--- src/rtl/cache_refill_ctrl_if.sv ---
// Handshake and array-write bundle for the cache refill controller: the
// miss request, the AXI4 read address/data channels, the data array word
// write port, the tag store write port and the completion status.
interface cache_refill_ctrl_if #(
  parameter int ADDR_W  = 32,
  parameter int DATA_W  = 32,
  parameter int TAG_W   = 19,
  parameter int INDEX_W = 7
);
  logic               miss_valid;
  logic               miss_ready;
  logic [ADDR_W-1:0]  miss_addr;

  logic               arvalid;
  logic               arready;
  logic [ADDR_W-1:0]  araddr;
  logic [7:0]         arlen;
  logic [2:0]         arsize;
  logic [1:0]         arburst;

  logic               rvalid;
  logic               rready;
  logic [DATA_W-1:0]  rdata;
  logic [1:0]         rresp;
  logic               rlast;

  logic               data_we;
  logic [INDEX_W-1:0] data_index;
  logic [1:0]         data_way;
  logic [3:0]         data_word;
  logic [DATA_W-1:0]  data_wdata;

  logic               tag_we;
  logic [INDEX_W-1:0] tag_index;
  logic [1:0]         tag_way;
  logic [TAG_W-1:0]   tag_new;

  logic               fill_done;
  logic               fill_err;

  // Controller side
  modport master (
    input  miss_valid, miss_addr,
    input  arready,
    input  rvalid, rdata, rresp, rlast,
    output miss_ready,
    output arvalid, araddr, arlen, arsize, arburst,
    output rready,
    output data_we, data_index, data_way, data_word, data_wdata,
    output tag_we, tag_index, tag_way, tag_new,
    output fill_done, fill_err
  );

  // Miss detector / AXI slave / arrays side
  modport slave (
    output miss_valid, miss_addr,
    output arready,
    output rvalid, rdata, rresp, rlast,
    input  miss_ready,
    input  arvalid, araddr, arlen, arsize, arburst,
    input  rready,
    input  data_we, data_index, data_way, data_word, data_wdata,
    input  tag_we, tag_index, tag_way, tag_new,
    input  fill_done, fill_err
  );
endinterface

--- src/rtl/cache_refill_ctrl.sv ---
// Cache refill controller. Accepts one miss at a time, picks the victim way
// from a per-set round-robin counter, fetches the 64-byte line with a single
// 16-beat AXI4 INCR burst, writes each beat straight into the data array and,
// only when the burst was clean, writes the new tag and advances the set's
// round-robin counter.
module cache_refill_ctrl #(
  parameter int ADDR_W   = 32,
  parameter int DATA_W   = 32,
  parameter int TAG_W    = 19,
  parameter int INDEX_W  = 7,
  parameter int OFFSET_W = 6
) (
  input  logic                clk,
  input  logic                rst_n,
  cache_refill_ctrl_if.master bus
);

  localparam int BEATS = (1 << OFFSET_W) / (DATA_W / 8);
  localparam int SETS  = 1 << INDEX_W;

  typedef enum logic [1:0] {
    S_IDLE   = 2'd0,
    S_AR     = 2'd1,
    S_RDATA  = 2'd2,
    S_COMMIT = 2'd3
  } state_t;

  state_t             r_state;
  state_t             w_next;

  logic [TAG_W-1:0]   r_tag;
  logic [INDEX_W-1:0] r_index;
  logic [1:0]         r_way;
  logic [3:0]         r_beat;
  logic               r_err;
  logic [1:0]         r_rr [SETS];

  logic [TAG_W-1:0]   w_miss_tag;
  logic [INDEX_W-1:0] w_miss_index;
  logic               w_accept;
  logic               w_beat_fire;
  logic               w_last_count;
  logic               w_burst_end;
  logic               w_clean_end;
  logic               w_resp_err;
  logic               w_unused_offset;

  assign w_miss_tag      = bus.miss_addr[ADDR_W-1 -: TAG_W];
  assign w_miss_index    = bus.miss_addr[OFFSET_W +: INDEX_W];
  assign w_unused_offset = ^bus.miss_addr[OFFSET_W-1:0];

  assign w_accept     = (r_state == S_IDLE) && bus.miss_valid;
  assign w_beat_fire  = (r_state == S_RDATA) && bus.rvalid;
  assign w_last_count = (r_beat == 4'(BEATS - 1));
  // The burst stops at whichever comes first: the slave's rlast or our 16th beat.
  assign w_burst_end  = bus.rlast || w_last_count;
  // Only a burst whose rlast lands exactly on the 16th beat is well formed.
  assign w_clean_end  = bus.rlast && w_last_count;
  assign w_resp_err   = (bus.rresp != 2'b00);

  // State register
  always_ff @(posedge clk or negedge rst_n) begin
    if (!rst_n) r_state <= S_IDLE;
    else        r_state <= w_next;
  end

  // Next-state logic
  always_comb begin
    w_next = r_state;
    case (r_state)
      S_IDLE:   if (bus.miss_valid) w_next = S_AR;
      S_AR:     if (bus.arready)    w_next = S_RDATA;
      S_RDATA:  if (w_beat_fire && w_burst_end) w_next = S_COMMIT;
      S_COMMIT: w_next = S_IDLE;
      default:  w_next = S_IDLE;
    endcase
  end

  // Capture the request, count beats and accumulate the sticky error flag
  always_ff @(posedge clk or negedge rst_n) begin
    if (!rst_n) begin
      r_tag   <= '0;
      r_index <= '0;
      r_way   <= '0;
      r_beat  <= '0;
      r_err   <= 1'b0;
    end else begin
      if (w_accept) begin
        r_tag   <= w_miss_tag;
        r_index <= w_miss_index;
        r_way   <= r_rr[w_miss_index];
      end
      if (w_beat_fire) begin
        r_beat <= r_beat + 4'd1;
        r_err  <= r_err | w_resp_err | (w_burst_end & ~w_clean_end);
      end
      if (r_state == S_COMMIT) begin
        r_beat <= '0;
        r_err  <= 1'b0;
      end
    end
  end

  // Per-set round-robin victim counters; only a clean fill advances its set
  always_ff @(posedge clk or negedge rst_n) begin
    if (!rst_n) begin
      for (int i = 0; i < SETS; i++) r_rr[i] <= 2'd0;
    end else if ((r_state == S_COMMIT) && !r_err) begin
      r_rr[r_index] <= r_rr[r_index] + 2'd1;
    end
  end

  assign bus.miss_ready = (r_state == S_IDLE);

  assign bus.arvalid = (r_state == S_AR);
  assign bus.araddr  = {r_tag, r_index, {OFFSET_W{1'b0}}};
  assign bus.arlen   = 8'(BEATS - 1);
  assign bus.arsize  = 3'($clog2(DATA_W / 8));
  assign bus.arburst = 2'b01;

  assign bus.rready  = (r_state == S_RDATA);

  assign bus.data_we    = w_beat_fire;
  assign bus.data_index = r_index;
  assign bus.data_way   = r_way;
  assign bus.data_word  = r_beat;
  assign bus.data_wdata = bus.rdata;

  assign bus.tag_we    = (r_state == S_COMMIT) && !r_err;
  assign bus.tag_index = r_index;
  assign bus.tag_way   = r_way;
  assign bus.tag_new   = r_tag;

  assign bus.fill_done = (r_state == S_COMMIT);
  assign bus.fill_err  = (r_state == S_COMMIT) && r_err;

endmodule

--- src/flat_wrapper.sv ---
// flat-port wrapper written by rule: the top's interface ports become plain ports
module cache_refill_ctrl_flat 
#(
  parameter int ADDR_W   = 32,
  parameter int DATA_W   = 32,
  parameter int TAG_W    = 19,
  parameter int INDEX_W  = 7,
  parameter int OFFSET_W = 6
)
  (clk, rst_n, bus_miss_valid, bus_miss_addr, bus_arready, bus_rvalid, bus_rdata, bus_rresp, bus_rlast, bus_miss_ready, bus_arvalid, bus_araddr, bus_arlen, bus_arsize, bus_arburst, bus_rready, bus_data_we, bus_data_index, bus_data_way, bus_data_word, bus_data_wdata, bus_tag_we, bus_tag_index, bus_tag_way, bus_tag_new, bus_fill_done, bus_fill_err);
  cache_refill_ctrl_if #(.ADDR_W(ADDR_W), .DATA_W(DATA_W), .TAG_W(TAG_W), .INDEX_W(INDEX_W)) bus_i ();
  input  logic clk;
  input  logic rst_n;
  input wire logic [$bits(bus_i.miss_valid)-1:0] bus_miss_valid;
  input wire logic [$bits(bus_i.miss_addr)-1:0] bus_miss_addr;
  input wire logic [$bits(bus_i.arready)-1:0] bus_arready;
  input wire logic [$bits(bus_i.rvalid)-1:0] bus_rvalid;
  input wire logic [$bits(bus_i.rdata)-1:0] bus_rdata;
  input wire logic [$bits(bus_i.rresp)-1:0] bus_rresp;
  input wire logic [$bits(bus_i.rlast)-1:0] bus_rlast;
  output wire logic [$bits(bus_i.miss_ready)-1:0] bus_miss_ready;
  output wire logic [$bits(bus_i.arvalid)-1:0] bus_arvalid;
  output wire logic [$bits(bus_i.araddr)-1:0] bus_araddr;
  output wire logic [$bits(bus_i.arlen)-1:0] bus_arlen;
  output wire logic [$bits(bus_i.arsize)-1:0] bus_arsize;
  output wire logic [$bits(bus_i.arburst)-1:0] bus_arburst;
  output wire logic [$bits(bus_i.rready)-1:0] bus_rready;
  output wire logic [$bits(bus_i.data_we)-1:0] bus_data_we;
  output wire logic [$bits(bus_i.data_index)-1:0] bus_data_index;
  output wire logic [$bits(bus_i.data_way)-1:0] bus_data_way;
  output wire logic [$bits(bus_i.data_word)-1:0] bus_data_word;
  output wire logic [$bits(bus_i.data_wdata)-1:0] bus_data_wdata;
  output wire logic [$bits(bus_i.tag_we)-1:0] bus_tag_we;
  output wire logic [$bits(bus_i.tag_index)-1:0] bus_tag_index;
  output wire logic [$bits(bus_i.tag_way)-1:0] bus_tag_way;
  output wire logic [$bits(bus_i.tag_new)-1:0] bus_tag_new;
  output wire logic [$bits(bus_i.fill_done)-1:0] bus_fill_done;
  output wire logic [$bits(bus_i.fill_err)-1:0] bus_fill_err;
  assign bus_i.miss_valid = bus_miss_valid;
  assign bus_i.miss_addr = bus_miss_addr;
  assign bus_i.arready = bus_arready;
  assign bus_i.rvalid = bus_rvalid;
  assign bus_i.rdata = bus_rdata;
  assign bus_i.rresp = bus_rresp;
  assign bus_i.rlast = bus_rlast;
  assign bus_miss_ready = bus_i.miss_ready;
  assign bus_arvalid = bus_i.arvalid;
  assign bus_araddr = bus_i.araddr;
  assign bus_arlen = bus_i.arlen;
  assign bus_arsize = bus_i.arsize;
  assign bus_arburst = bus_i.arburst;
  assign bus_rready = bus_i.rready;
  assign bus_data_we = bus_i.data_we;
  assign bus_data_index = bus_i.data_index;
  assign bus_data_way = bus_i.data_way;
  assign bus_data_word = bus_i.data_word;
  assign bus_data_wdata = bus_i.data_wdata;
  assign bus_tag_we = bus_i.tag_we;
  assign bus_tag_index = bus_i.tag_index;
  assign bus_tag_way = bus_i.tag_way;
  assign bus_tag_new = bus_i.tag_new;
  assign bus_fill_done = bus_i.fill_done;
  assign bus_fill_err = bus_i.fill_err;
  cache_refill_ctrl #(.ADDR_W(ADDR_W), .DATA_W(DATA_W), .TAG_W(TAG_W), .INDEX_W(INDEX_W), .OFFSET_W(OFFSET_W)) u_core (.clk(clk), .rst_n(rst_n), .bus(bus_i));
endmodule
--- config.mk ---
export PLATFORM = sky130hd
export DESIGN_NAME = cache_refill_ctrl_flat
export DESIGN_NICKNAME = d
export VERILOG_FILES = /design/src/rtl/cache_refill_ctrl_if.sv /design/src/rtl/cache_refill_ctrl.sv /design/src/flat_wrapper.sv
export SDC_FILE = /design/constraint.sdc
export NUM_CORES = 1
export LEC_CHECK = 0
export CAP_MARGIN = 0
export CORE_MARGIN = 3
export CORE_UTILIZATION = 50
export CTS_CLUSTER_SIZE = 12
export DETAILED_ROUTE_END_ITERATION = 8
export PLACE_DENSITY = 0.79
export SKIP_LAST_GASP = 1
export SYNTH_ARGS = -nofsm -noshare
export SYNTH_HDL_FRONTEND = slang
export SYNTH_SLANG_ARGS = --single-unit
--- constraint.sdc ---
create_clock -name clk -period 2.85 [get_ports clk]
set_input_delay 0.57 -clock clk [delete_from_list [all_inputs] [get_ports clk]]
set_output_delay 0.57 -clock clk [all_outputs]
set_load 0.02 [all_outputs]
==> metrics.md, run 1 <==
| Metric | Value |
|---|---|
| Outcome | finished, violations left |
| Violations in the final reports | setup timing |
| Die X-Extent | approximately 190 um |
| Post-synth cell types | 62 |
| Area share of the largest cell type after synthesis | 0.4504 |
| Number of top-level pins | 197 |
| Peak supply drop | approximately 0.0012 V |
| Worst path cell trace | buf_6, mux2_2, a221oi_1, o21ai_0, a2111o_1, a221oi_2, o221a_4, xnor2_4, buf_12, buf_12, clkbuf_16, o21ai_1 |
| Category of the most critical setup path | reg2reg |
| Core footprint | around 32000 um^2 |
| Number of flops mapped to enable cells by yosys | 0 |
| Inserted Clock Buffers | 31 |
| Unrepaired setup endpoints after global routing | yes |
| Fraction of the core area covered by cells at the end of the flow | 0.6508 |
| Number of setup violations in the final report | between 200 and 300 |
| Pleak | about 9.1 nW |
| Detailed Routing Iterations Pass 1 | 7 |
| Total Routing Usage GR | 0.3165 |
| TritonCTS clock tree | done |
| Cell count after synthesis | roughly 1500 |
| First-pass GRT wire length | ~83 mm |
| Buffer type at the clock tree root | clkbuf_16 |
| Maximum operating frequency | between 0.2 and 0.3 GHz |
| Detailed placement HPWL | roughly 36 mm |
| Minimum clock period after layout | between 3 and 4 ns |
| Min setup slack post-route | -0.5584 ns |
| Initial Utilization | 0.5097 |
| Clock buffer depth | 3 |
| Most frequent cells in the layout | dfrtp_1 (288), nand2_1 (222), mux2_2 (167) |
| Detailed-route via count | between 10000 and 15000 |
| CTS clock-pin slew for the worst setup and hold paths | 0.06 ns |
| Crit path buffers/inverters | 4 |
| Setup slack of the worst register-to-register path | -0.56 ns |
| Worst reg2reg path endpoint | u_core.r_rr[93] |
| Via-per-instance ratio | about 7 |
| Average wire length per cell after detail routing | around 28 um |
| Arrival time at the worst endpoint | between 3 and 4 ns |
| Max-slew headroom at the worst pin | 0.6335 |
| Slew of the pin with the lowest slew margin | about 0.55 ns |
| Post-synth top area cell | dfrtp_1 |
| Port buffer count | 107 |
| Worst hold start | u_core.r_rr[253] |
| Htree depth | 1 |
| Highest-delay cell along the critical path | dfrtp_4 |
| Area growth from synthesis to layout | 27.68% |
| Max Cap Violations | 0 |
| Number of warning messages in the yosys log | 0 |
| Sequential-to-total area share from yosys stat | 0.4504 |
| R2r startpoint | u_core.bus.data_index[2] |
| Pin count of the biggest net entering global routing | between 50 and 60 |
| Worst Skew | roughly 0.030 ns |
| Number of register bits inferred by synthesis | 291 |
| Std cell rows | 65 |
| Final hold viol count | 0 |
| Hold Path Class | reg2reg |
| Final weighted congestion of routability-driven global placement | between 1 and 1.5 |
| Vertical die dimension | 185.8 um |
| Hold WS | 0.5110 ns |
| Antenna violations before repair | 3 |
| Final layout net count | between 1500 and 2000 |
| Async S/R FF share, synth | 1.000 |
| Min-Delay Endpoint | u_core.r_rr[253] |
| Mean instance size in the synthesized netlist | roughly 11 um^2 |
| Delay of the slowest critical-path stage | 0.49 ns |
| Sort of element at the start of the critical path | register |
| Total number of clock tree sinks | slightly below 300 |
| Type of destination of the critical path | register |
| Summed instance area of the synthesized netlist | about 16000 um^2 |
| Power per standard cell area | between 1500 and 2000 nW/um^2 |
| Largest delay contributor family on the critical path | compound AO/OA/AOI/OAI gates |
| Worst path most repeated cell | buf_12 |
| Fin crit share | 1.196 |
| Fraction of final layout cells sized beyond drive strength 1 | 0.3818 |
| Area of the die | between 30000 and 40000 um^2 |
| Final global-route overflow total | 0 |
| Worst skew pair latency | around 0.59 ns |
| Top cells by area, synth | dfrtp_1 (45%), mux4_2 (12%), mux2_2 (12%) |
| Aggregate routed wire length | roughly 60 mm |
| Number of design-rule violations left by the first detailed-router iteration | 2554 |
| Hold path depth | 2 |
| Max-slew violations | 0 |
| Data required time of the critical path | around 3.3 ns |
| Number of remaining DRC errors | 0 |
| CP max FO | 7 |
| Leading cell type in the layout, fill and taps excluded | dfrtp_1 |
| Worst-case reg-to-reg path depth | 12 |
| Prevailing post-synth register cell | dfrtp_1 |
| Residual antenna-violating net count after detailed routing | 0 |
| Number of global-route vias before repair | around 14000 |
==> worst reg2reg max path: stages, from the launching register on <==
cell,delay [ns]
dfrtp_4,0.49
buf_6,0.19
mux2_2,0.37
a221oi_1,0.38
o21ai_0,0.22
a2111o_1,0.46
a221oi_2,0.21
o221a_4,0.26
xnor2_4,0.16
buf_12,0.16
buf_12,0.14
clkbuf_16,0.16
o21ai_1,0.07
==> power by group <==
group	leakage (nW)	internal [mW]	switching (mW)
registers	3.97	5.62	1.59
clock network	0.500	2.38	1.70
logic	4.62	10.0	10.5
total	9.09	18.0	13.8
==> kinds of logic (layout without fill, tap and decap cells) <==
group,count (synthesis),in the layout,synth area share
xor gates and xnor gates,4,4,0.002167
buffers and inverters,198,386,0.07414
DFF,291,291,0.4504
AOI/OAI and AO/OA,307,307,0.1254
other,2,20,0.0004645
and+or+nand+nor,381,381,0.09906
adders and majority gates,6,6,0.004643
muxes,264,264,0.2437
==> area by class of cell <==
cell class	instances	area, um^2
Antenna cell	1	2.502
Fill cell	2229	11080
Inverter	10	41.29
Clock buffer	44	914.6
Timing Repair Buffer	325	3610
Tap cell	402	503.0
Clock inverter	7	92.59
Multi-Input combinational cell	981	8188
Sequential cell	291	7291
==> layer usage <==
| layer | track usage | routed length (um) | up-vias |
|---|---|---|---|
| met4 | 0.1909 | 4862 | 4 |
| met3 | 0.1001 | 7963 | 433 |
| met2 | 0.4798 | 25450 | 1335 |
| li1 | - | - | 5625 |
| met1 | 0.3992 | 19960 | 6946 |
| met5 | 0 | 27 | - |
==> metrics by stage <==
stage | TNS (ns) | setup WS, ns | total power [mW] | instances | area, um^2
2_1_floorplan | 0 | 0.0005969 | 14.16 | 1470 | 16260
3_3_place_gp | -95.53 | -0.4905 | 19.22 | 1961 | 18280
3_5_place_dp | -101.83 | -0.5460 | 19.54 | 1961 | 18280
4_1_cts | -48.82 | -0.2795 | 27.45 | 2041 | 19990
5_1_grt | -123.28 | -0.5529 | 32.54 | 2060 | 20640
6_report | -124.86 | -0.5584 | 31.81 | 2061 | 20640
==> state kept, by name (all words and copies together), names as in the netlist <==
signal and count:
u_core.bus.tag_new 19, u_core.bus.data_word 4, u_core.bus.data_way 2, u_core.r_rr 256, u_core.bus.data_index 7, u_core.r_err 1, u_core.r_state 2
==> repair_timing <==
action | 4_1_cts | 5_1_grt
hold buffers | 1 | 0
gates cloned | 7 | 17
endpoints found under the setup margin | 260 | 258
setup buffers | 24 | 2
endpoints found under the hold margin | 52 | 0
gates resized for setup | 107 | 97
pin swaps | 24 | 29
==> Yosys cell counts (6+ instances only) <==
cell and instances:
o21ai_0 115, nor2b_1 9, dfrtp_1 291, ha_1 6, nor2_1 84, mux2i_1 10
a31oi_1 8, buf_4 88, and2_1 7, nand2_1 222, a21oi_1 43, clkbuf_1 50
buf_6 12, inv_1 7, o22ai_1 7, a22o_1 12, buf_2 27, buf_1 10
a21oi_2 10, a22oi_1 40, a221oi_1 34, nand3_1 11, mux4_2 87, nand2b_1 7
a221o_1 12, nor3_1 21, mux2_2 167
==> worst max-delay path by stage <==
stage	slack, ns	cells after the start	start	to
finish	-0.56	12	u_core.bus.data_index[2]	u_core.r_rr[93]
global route	-0.55	12	u_core.bus.data_index[2]	u_core.r_rr[13]
CTS	-0.28	13	u_core.bus.data_index[0]	u_core.r_rr[83]
detailed placement	-0.55	11	u_core.bus.data_index[0]	u_core.r_rr[243]
global placement	-0.49	12	u_core.bus.data_index[0]	u_core.r_rr[91]
floorplan	0.0006	13	u_core.bus.data_index[0]	u_core.r_rr[47]
Note: power is estimated with default switching activity, not from simulation.
==> run 2, diff against run 1 <==
--- a/config.mk
+++ b/config.mk
@@ -8,7 +8,6 @@
 export CAP_MARGIN = 0
 export CORE_MARGIN = 3
 export CORE_UTILIZATION = 50
-export CTS_CLUSTER_SIZE = 12
 export DETAILED_ROUTE_END_ITERATION = 8
 export PLACE_DENSITY = 0.79
 export SKIP_LAST_GASP = 1
==> run 2 against run 1 <==
- first-iteration DRC count is 15% lower
- die area stayed put
- critical path depth is 1 higher
- flip-flop and latch count stayed put
- routed wire length is 6.1% lower
- fmax is 5.0% higher
- non-clock buffer count is 14 lower
- clock power hardly changed
- the run still ends with setup timing left
- global-route usage is 0.80 points lower
- largest power group unchanged
- via count is 3.5% lower
==> metrics.md, run 2 (synthesis results as in run 1) <==
| Metric | Value |
|---|---|
| Number of global-route vias before repair | 13460 (-2.4%) |
| Htree depth | 1 (unchanged) |
| Detailed placement HPWL | 36.32 mm (unchanged) |
| Initial Utilization | 0.5097 (unchanged) |
| Area growth from synthesis to layout | 24.88% |
| CP max FO | 12 (+5) |
| Max-slew headroom at the worst pin | 0.5986 (-0.03481) |
| TritonCTS clock tree | done |
| Final global-route overflow total | 0 (unchanged) |
| Aggregate routed wire length | 54.72 mm (-6.1%) |
| Delay of the slowest critical-path stage | 0.57 ns (+0.08 ns) |
| Inserted Clock Buffers | 30 (-3.2%) |
| Worst-case reg-to-reg path depth | 13 (+1) |
| Pleak | 8.866 nW (-2.5%) |
| Number of setup violations in the final report | 257 (+0.39%) |
| Worst hold start | u_core.r_rr[253] |
| Type of destination of the critical path | register |
| Worst path most repeated cell | buf_12 |
| Setup Slack @ Placement | -0.5460 ns (unchanged) |
| Fin crit share | 1.138 (-0.05747) |
| Unrepaired setup endpoints after global routing | yes |
| Fraction of the core area covered by cells at the end of the flow | 0.6365 (-0.01428) |
| Worst skew pair latency | 0.57 ns (-0.02 ns) |
| Min-Delay Endpoint | u_core.r_rr[253] |
| Fill count | 2348 (+5.3%) |
| Die X-Extent | 185.8 um (unchanged) |
| Number of design-rule violations left by the first detailed-router iteration | 2176 (-15%) |
| Residual antenna-violating net count after detailed routing | 0 (unchanged) |
| Antenna violations before repair | 0 (-3) |
| Category of the most critical setup path | reg2reg |
| Leading cell type in the layout, fill and taps excluded | dfrtp_1 |
| Detailed Routing Iterations Pass 1 | 6 (-1) |
| Detailed-route via count | 13850 (-3.5%) |
| Via-per-instance ratio | 6.758 (-2.9%) |
| FF+latch area | 7291 um^2 (unchanged) |
| Multi-input gate area in the final layout | 8031 um^2 (-1.9%) |
| Buffer type at the clock tree root | clkbuf_16 |
| Core footprint | 31720 um^2 (unchanged) |
| Std cell rows | 65 (unchanged) |
| Fraction of final layout cells sized beyond drive strength 1 | 0.3540 (-0.02781) |
| Number of remaining DRC errors | 0 (unchanged) |
| Arrival time at the worst endpoint | 3.69 ns (-0.17 ns) |
| Total Routing Usage GR | 0.3085 (-0.008001) |
| Total cell area at the placement stage | 18280 um^2 (unchanged) |
| Worst Skew | 0.01209 ns (-0.01759 ns) |
| Crit path buffers/inverters | 5 (+1) |
| Hold Path Class | reg2reg |
| Highest-delay cell along the critical path | dfrtp_4 |
| Total number of clock tree sinks | 291 (unchanged) |
| Worst reg2reg path endpoint | u_core.r_rr[117] |
| Data required time of the critical path | 3.29 ns (about the same) |
| Slew of the pin with the lowest slew margin | 0.5965 ns (+0.04874 ns) |
| Maximum operating frequency | 0.3082 GHz (+5.0%) |
| Minimum clock period after layout | 3.245 ns (-0.1638 ns) |
| R2r startpoint | u_core.bus.data_index[0] |
| Max-slew violations | 0 (unchanged) |
| Average wire length per cell after detail routing | 26.70 um (-5.5%) |
| Final layout net count | 1703 (-0.87%) |
| Area of the die | 34530 um^2 (unchanged) |
| Largest register FFs | 256 (unchanged) |
| Sort of element at the start of the critical path | register |
| Reg with most FFs | u_core.r_rr |
| Hold path depth | 2 (unchanged) |
| Antenna Diode Count | 0 (-1) |
| Min setup slack post-route | -0.3946 ns (+0.1638 ns) |
| Max Cap Violations | 0 (unchanged) |
| Power per standard cell area | 1434 nW/um^2 (-6.9%) |
| Violations in the final reports | setup timing |
| Number of top-level pins | 197 (unchanged) |
| Vertical die dimension | 185.8 um (unchanged) |
| Outcome | finished, violations left |
| Final hold viol count | 0 (unchanged) |
| First-pass GRT wire length | 80.87 mm (-2.5%) |
| Pin count of the biggest net entering global routing | 58 (unchanged) |
| Worst path cell trace | buf_12, and2_4, buf_12, a221oi_2, nor2_1, o21a_1, a2111oi_4, buf_4, o221a_4, xnor2_4, buf_6, clkbuf_16, o21ai_0 |
| Peak supply drop | 0.001433 V (+20%) |
| Most frequent cells in the layout | dfrtp_1 (288), nand2_1 (222), mux2_2 (167) |
| Final weighted congestion of routability-driven global placement | 1.073 (unchanged) |
| Setup slack of the worst register-to-register path | -0.39 ns (+0.16 ns) |
| Largest delay contributor family on the critical path | compound AO/OA/AOI/OAI gates |
| Port buffer count | 107 (unchanged) |
| PnR Total Power | 28.96 mW (-9.0%) |
| Clock buffer depth | 3 (unchanged) |
| Area of all placed cells without fillers | 20190 um^2 (-2.2%) |
| CTS clock-pin slew for the worst setup and hold paths | 0.06 ns (about the same) |
-- run 2: cell count changes in the layout (fill, tap and decap cells not counted), moves of 3 or more --
cell | previous run | this run
a21oi_1 | 35 | 38
clkbuf_16 | 45 | 39
buf_4 | 152 | 149
o21ai_2 | 52 | 28
o21ai_1 | 23 | 3
buf_12 | 35 | 30
o21ai_0 | 39 | 84
-- run 2: timing repair --
action / CTS / global route
endpoints found under the setup margin: 257 / 258
hold buffers: 1 / 0
buffers inserted: 16 / 3
gates resized for setup: 42 / 73
cloned: 5 / 9
pin swaps: 8 / 27
hold endpoints to repair: 52 / 0
-- run 2: tightest hold or removal path, cell delays in order (launching register included) --
cell,delay [ns]
dfrtp_1,0.37
nand2_1,0.05
o21ai_0,0.06
-- run 2: how the worst max path moves through the flow --
| stage | from | to | slack, ns | depth (start not counted) |
|---|---|---|---|---|
| final | u_core.bus.data_index[0] | u_core.r_rr[117] | -0.39 | 13 |
| after global routing | u_core.bus.data_index[0] | u_core.r_rr[193] | -0.43 | 12 |
| after CTS | u_core.bus.data_index[0] | u_core.r_rr[169] | -0.26 | 12 |
| after detailed placement | u_core.bus.data_index[0] | u_core.r_rr[243] | -0.55 | 11 |
| after global placement | u_core.bus.data_index[0] | u_core.r_rr[91] | -0.49 | 12 |
| after floorplan | u_core.bus.data_index[0] | u_core.r_rr[47] | 0.0006 | 13 |
-- run 2: layout make-up --
| class | instances | share of cell area |
|---|---|---|
| Clock inverter | 9 | 0.005206 |
| Tap cell | 402 | 0.02491 |
| Timing Repair Buffer | 311 | 0.1636 |
| Clock buffer | 45 | 0.04549 |
| Sequential cell | 291 | 0.3611 |
| Multi-Input combinational cell | 981 | 0.3978 |
| Inverter | 10 | 0.001859 |
-- run 2: routing by layer --
metal	vias up	GRT usage	wire [um]
li1	5602	-	-
met1	6742	0.4000	19200
met2	1201	0.4783	24580
met3	301	0.08814	7434
met4	2	0.1513	3454
met5	-	0.01143	48
-- run 2: report_power, final --
part	internal (mW)	switching [mW]	total, mW
Sequential	5.62	1.53	7.16
Clock	2.40	1.66	4.06
Combinational	8.40	9.34	17.7
-- run 2: through the flow --
stage | hold WS (ns) | std cells | TNS [ns]
after floorplan | 0.2744 | 1470 | 0
after detailed placement | 0.4967 | 1961 | -101.83
after global placement | 0.4810 | 1961 | -95.53
after global routing | 0.5384 | 2049 | -98.99
after CTS | 0.5101 | 2037 | -50.58
final | 0.5095 | 2049 | -86.39
==> run 3, diff against run 2 <==
--- a/config.mk
+++ b/config.mk
@@ -5,11 +5,12 @@
 export SDC_FILE = /design/constraint.sdc
 export NUM_CORES = 1
 export LEC_CHECK = 0
+export ABC_AREA = 1
 export CAP_MARGIN = 0
 export CORE_MARGIN = 3
 export CORE_UTILIZATION = 50
 export DETAILED_ROUTE_END_ITERATION = 8
-export PLACE_DENSITY = 0.79
+export PLACE_DENSITY = 0.78
 export SKIP_LAST_GASP = 1
 export SYNTH_ARGS = -nofsm -noshare
 export SYNTH_HDL_FRONTEND = slang
==> run 3 against run 2 <==
- clock power rose by 16%
- register-to-register slack improved by 0.62 ns
- via count rose by 34%
- the run now ends clean
==> metrics.md, run 3 <==
| Metric | Value |
|---|---|
| Via-per-instance ratio | 5.732 (-15%) |
| Total Routing Usage GR | 0.3060 (-0.002475) |
| Slew of the pin with the lowest slew margin | 0.7064 ns (+0.1099 ns) |
| Die X-Extent | 196.2 um (+5.6%) |
| Number of flops mapped to enable cells by yosys | 0 (unchanged) |
| Std cell rows | 69 (+6.2%) |
| Core footprint | 35570 um^2 (+12%) |
| Max-slew headroom at the worst pin | 0.5286 (-0.07009) |
| Commonest cells in the netlist | nand2_1 (1204), dfrtp_1 (291), o21ai_0 (278), nor2_1 (228), inv_1 (205) |
| Area growth from synthesis to layout | 13.72% |
| # placed instances | 3167 (+61%) |
| Pleak | 9.952 nW (+12%) |
| Inserted Clock Buffers | 35 (+17%) |
| Unrepaired setup endpoints after global routing | no |
| Data required time of the critical path | 2.28 ns (-1.01 ns) |
| Clock Power Share | 0.238 (+0.098) |
| Antenna Diode Count | 0 (unchanged) |
| Hold Path Class | reg2reg |
| Area share of the largest cell type after synthesis | 0.4027 (-0.04769) |
| Type of destination of the critical path | output port |
| Largest delay contributor family on the critical path | buffers and inverters |
| Min setup slack post-route | 0.1180 ns (+0.5125 ns) |
| Maximum operating frequency | 0.3660 GHz (+19%) |
| Summed instance area of the synthesized netlist | 18080 um^2 (+12%) |
| Post-synth top area cell | dfrtp_1 |
| Comb pwr share | 0.466 (-0.147) |
| Worst path cell trace | inv_1, ha_1, nand2_1, inv_1, clkdlybuf4s50_1 |
| Most frequent cells in the layout | nand2_1 (1204), dfrtp_1 (289), o21ai_0 (278) |
| Minimum clock period after layout | 2.732 ns (-0.5125 ns) |
| Top cells by area, synth | dfrtp_1 (40%), nand2_1 (25%), o21ai_0 (7.7%) |
| Vertical die dimension | 196.2 um (+5.6%) |
| Outcome | completed |
| First-pass GRT wire length | 95.43 mm (+18%) |
| Highest-delay cell along the critical path | clkdlybuf4s50_1 |
| Sort of element at the start of the critical path | register |
| Aggregate routed wire length | 58.90 mm (+7.6%) |
| Detailed placement HPWL | 37.98 mm (+4.6%) |
| Setup slack of the worst register-to-register path | 0.23 ns (+0.62 ns) |
| Final weighted congestion of routability-driven global placement | 0.9476 (-12%) |
| Final hold viol count | 0 (unchanged) |
| Peak supply drop | 0.0006834 V (-52%) |
| Sequential-to-total area share from yosys stat | 0.4027 (-0.04769) |
| Worst Skew | 0.01778 ns (+0.005690 ns) |
| Most common cell in the synthesized netlist | nand2_1 |
| Number of top-level pins | 197 (unchanged) |
| Residual antenna-violating net count after detailed routing | 0 (unchanged) |
| Switching fraction of total power | 0.4408 (+0.007846) |
| Detailed-route via count | 18500 (+34%) |
| Initial Utilization | 0.5083 (-0.001367) |
| Async S/R FF share, synth | 1.000 (unchanged) |
| Fraction of the core area covered by cells at the end of the flow | 0.5781 (-0.05844) |
| Setup Slack @ Placement | 0.2953 ns (+0.8413 ns) |
| Crit path buffers/inverters | 3 (-2) |
| Number of design-rule violations left by the first detailed-router iteration | 2212 (+1.7%) |
| Total cell area at the placement stage | 19340 um^2 (+5.8%) |
| Reg with most FFs | u_core.r_rr |
| Largest register FFs | 256 (unchanged) |
| Max-slew violations | 0 (unchanged) |
| Share of total power in sequential cells | 0.296 (+0.049) |
| Number of remaining DRC errors | 0 (unchanged) |
| CP max FO | 5 (-7) |
| Mean instance size in the synthesized netlist | 6.580 um^2 (-41%) |
| Fraction of final layout cells sized beyond drive strength 1 | 0.06035 (-0.2936) |
| Worst path most repeated cell | inv_1 |
| Post-synth cell types | 28 (-55%) |
| Area of all placed cells without fillers | 20560 um^2 (+1.8%) |
| PnR Total Power | 19.84 mW (-31%) |
| Number of warning messages in the yosys log | 0 (unchanged) |
| TritonCTS clock tree | done |
| Leading cell type in the layout, fill and taps excluded | nand2_1 |
| Cells resized by post-CTS repair | 0 (-100%) |
| Category of the most critical setup path | reg2out |
| Fin crit share | 0.9586 (-0.1798) |
| Final cell count without fillers | 3228 (+58%) |
| Hold WS | 0.4906 ns (-0.01887 ns) |
| Sum of negative setup slack | 0 ns (+86.39 ns) |
| Final global-route overflow total | 0 (unchanged) |
| Number of register bits inferred by synthesis | 291 (unchanged) |
| Pin count of the biggest net entering global routing | 87 (+50%) |
| Total number of clock tree sinks | 291 (unchanged) |
| Number of global-route vias before repair | 18190 (+35%) |
| Average wire length per cell after detail routing | 18.25 um (-32%) |
| CTS clock-pin slew for the worst setup and hold paths | 0.06 ns (about the same) |
| Detailed Routing Iterations Pass 1 | 6 (unchanged) |
| Area of the die | 38480 um^2 (+11%) |
| Max Cap Violations | 0 (unchanged) |
| Cell count after synthesis | 2748 (+89%) |
| Number of setup violations in the final report | 0 (-100%) |
| Antenna violations before repair | 0 (unchanged) |
| Delay of the slowest critical-path stage | 0.62 ns (+0.05 ns) |
| Port buffer count | 107 (unchanged) |
| Worst skew pair latency | 0.53 ns (-0.04 ns) |
| Htree depth | 2 (+1) |
| Arrival time at the worst endpoint | 2.16 ns (-1.53 ns) |
| Internal power of the cells | 11.10 mW (-32%) |
| NetSw | 8.746 mW (-30%) |
| Buffer type at the clock tree root | clkbuf_16 |
| Power per standard cell area | 965.0 nW/um^2 (-33%) |
| Prevailing post-synth register cell | dfrtp_1 |
| Clock buffer depth | 3 (unchanged) |
| Final layout net count | 2822 (+66%) |
run 3: final cells by class:
type,count,area [um^2]
Multi-Input combinational cell,2028,8746
Tap cell,461,576.8
Fill cell,3228,15010
Timing Repair Buffer,176,1939
Sequential cell,291,7287
Inverter,212,798.3
Clock inverter,7,138.9
Clock buffer,53,1076
run 3: cells by family after synthesis:
group	after synthesis	share of synthesized area
AOI/OAI and AO/OA	396	0.1213
muxes	19	0.01183
buffers and inverters	446	0.1176
DFF	291	0.4027
and+or+nand+nor	1588	0.3419
other	2	0.0004154
adders and majority gates	6	0.004152
run 3: worst paths after layout:
check                                              start                        to  cells past startpoint
worst max-delay path                   u_core.r_state[0]               bus_data_we                      5
worst min-delay path                    u_core.r_rr[111]          u_core.r_rr[111]                      2
worst max register to register  u_core.bus.data_index[0]          u_core.r_rr[203]                     18
worst min register to register          u_core.r_rr[111]          u_core.r_rr[111]                      2
max in group asynchronous                          rst_n  u_core.bus.data_index[1]                      3
min in group asynchronous                          rst_n    u_core.bus.tag_new[12]                      2
run 3: per-layer routing:
metal,part of all wire,up-vias,global-route usage
met4,0.059,0,0.1701
met5,0,-,0
met2,0.46,1104,0.4961
met3,0.11,277,0.06303
met1,0.37,8605,0.3832
li1,-,8518,-
run 3: tightest hold or removal path, cell delays in order, from the launching register on:
cell and delay, ns:
dfrtp_1 0.34, nand2_1 0.06, nand2_1 0.06
run 3: repair_timing:
action                    4_1_cts  5_1_grt
buffers inserted                0        0
hold buffers                    1        0
hold endpoints to repair       39        0
run 3: power groups by stage:
stage	registers [mW]	logic (mW)	clock network [mW]
finish	5.87	9.25	4.72
global route	5.98	9.85	4.94
CTS	5.84	9.10	4.76
detailed placement	5.90	9.07	0
global placement	5.85	8.91	0
floorplan	5.90	5.48	0
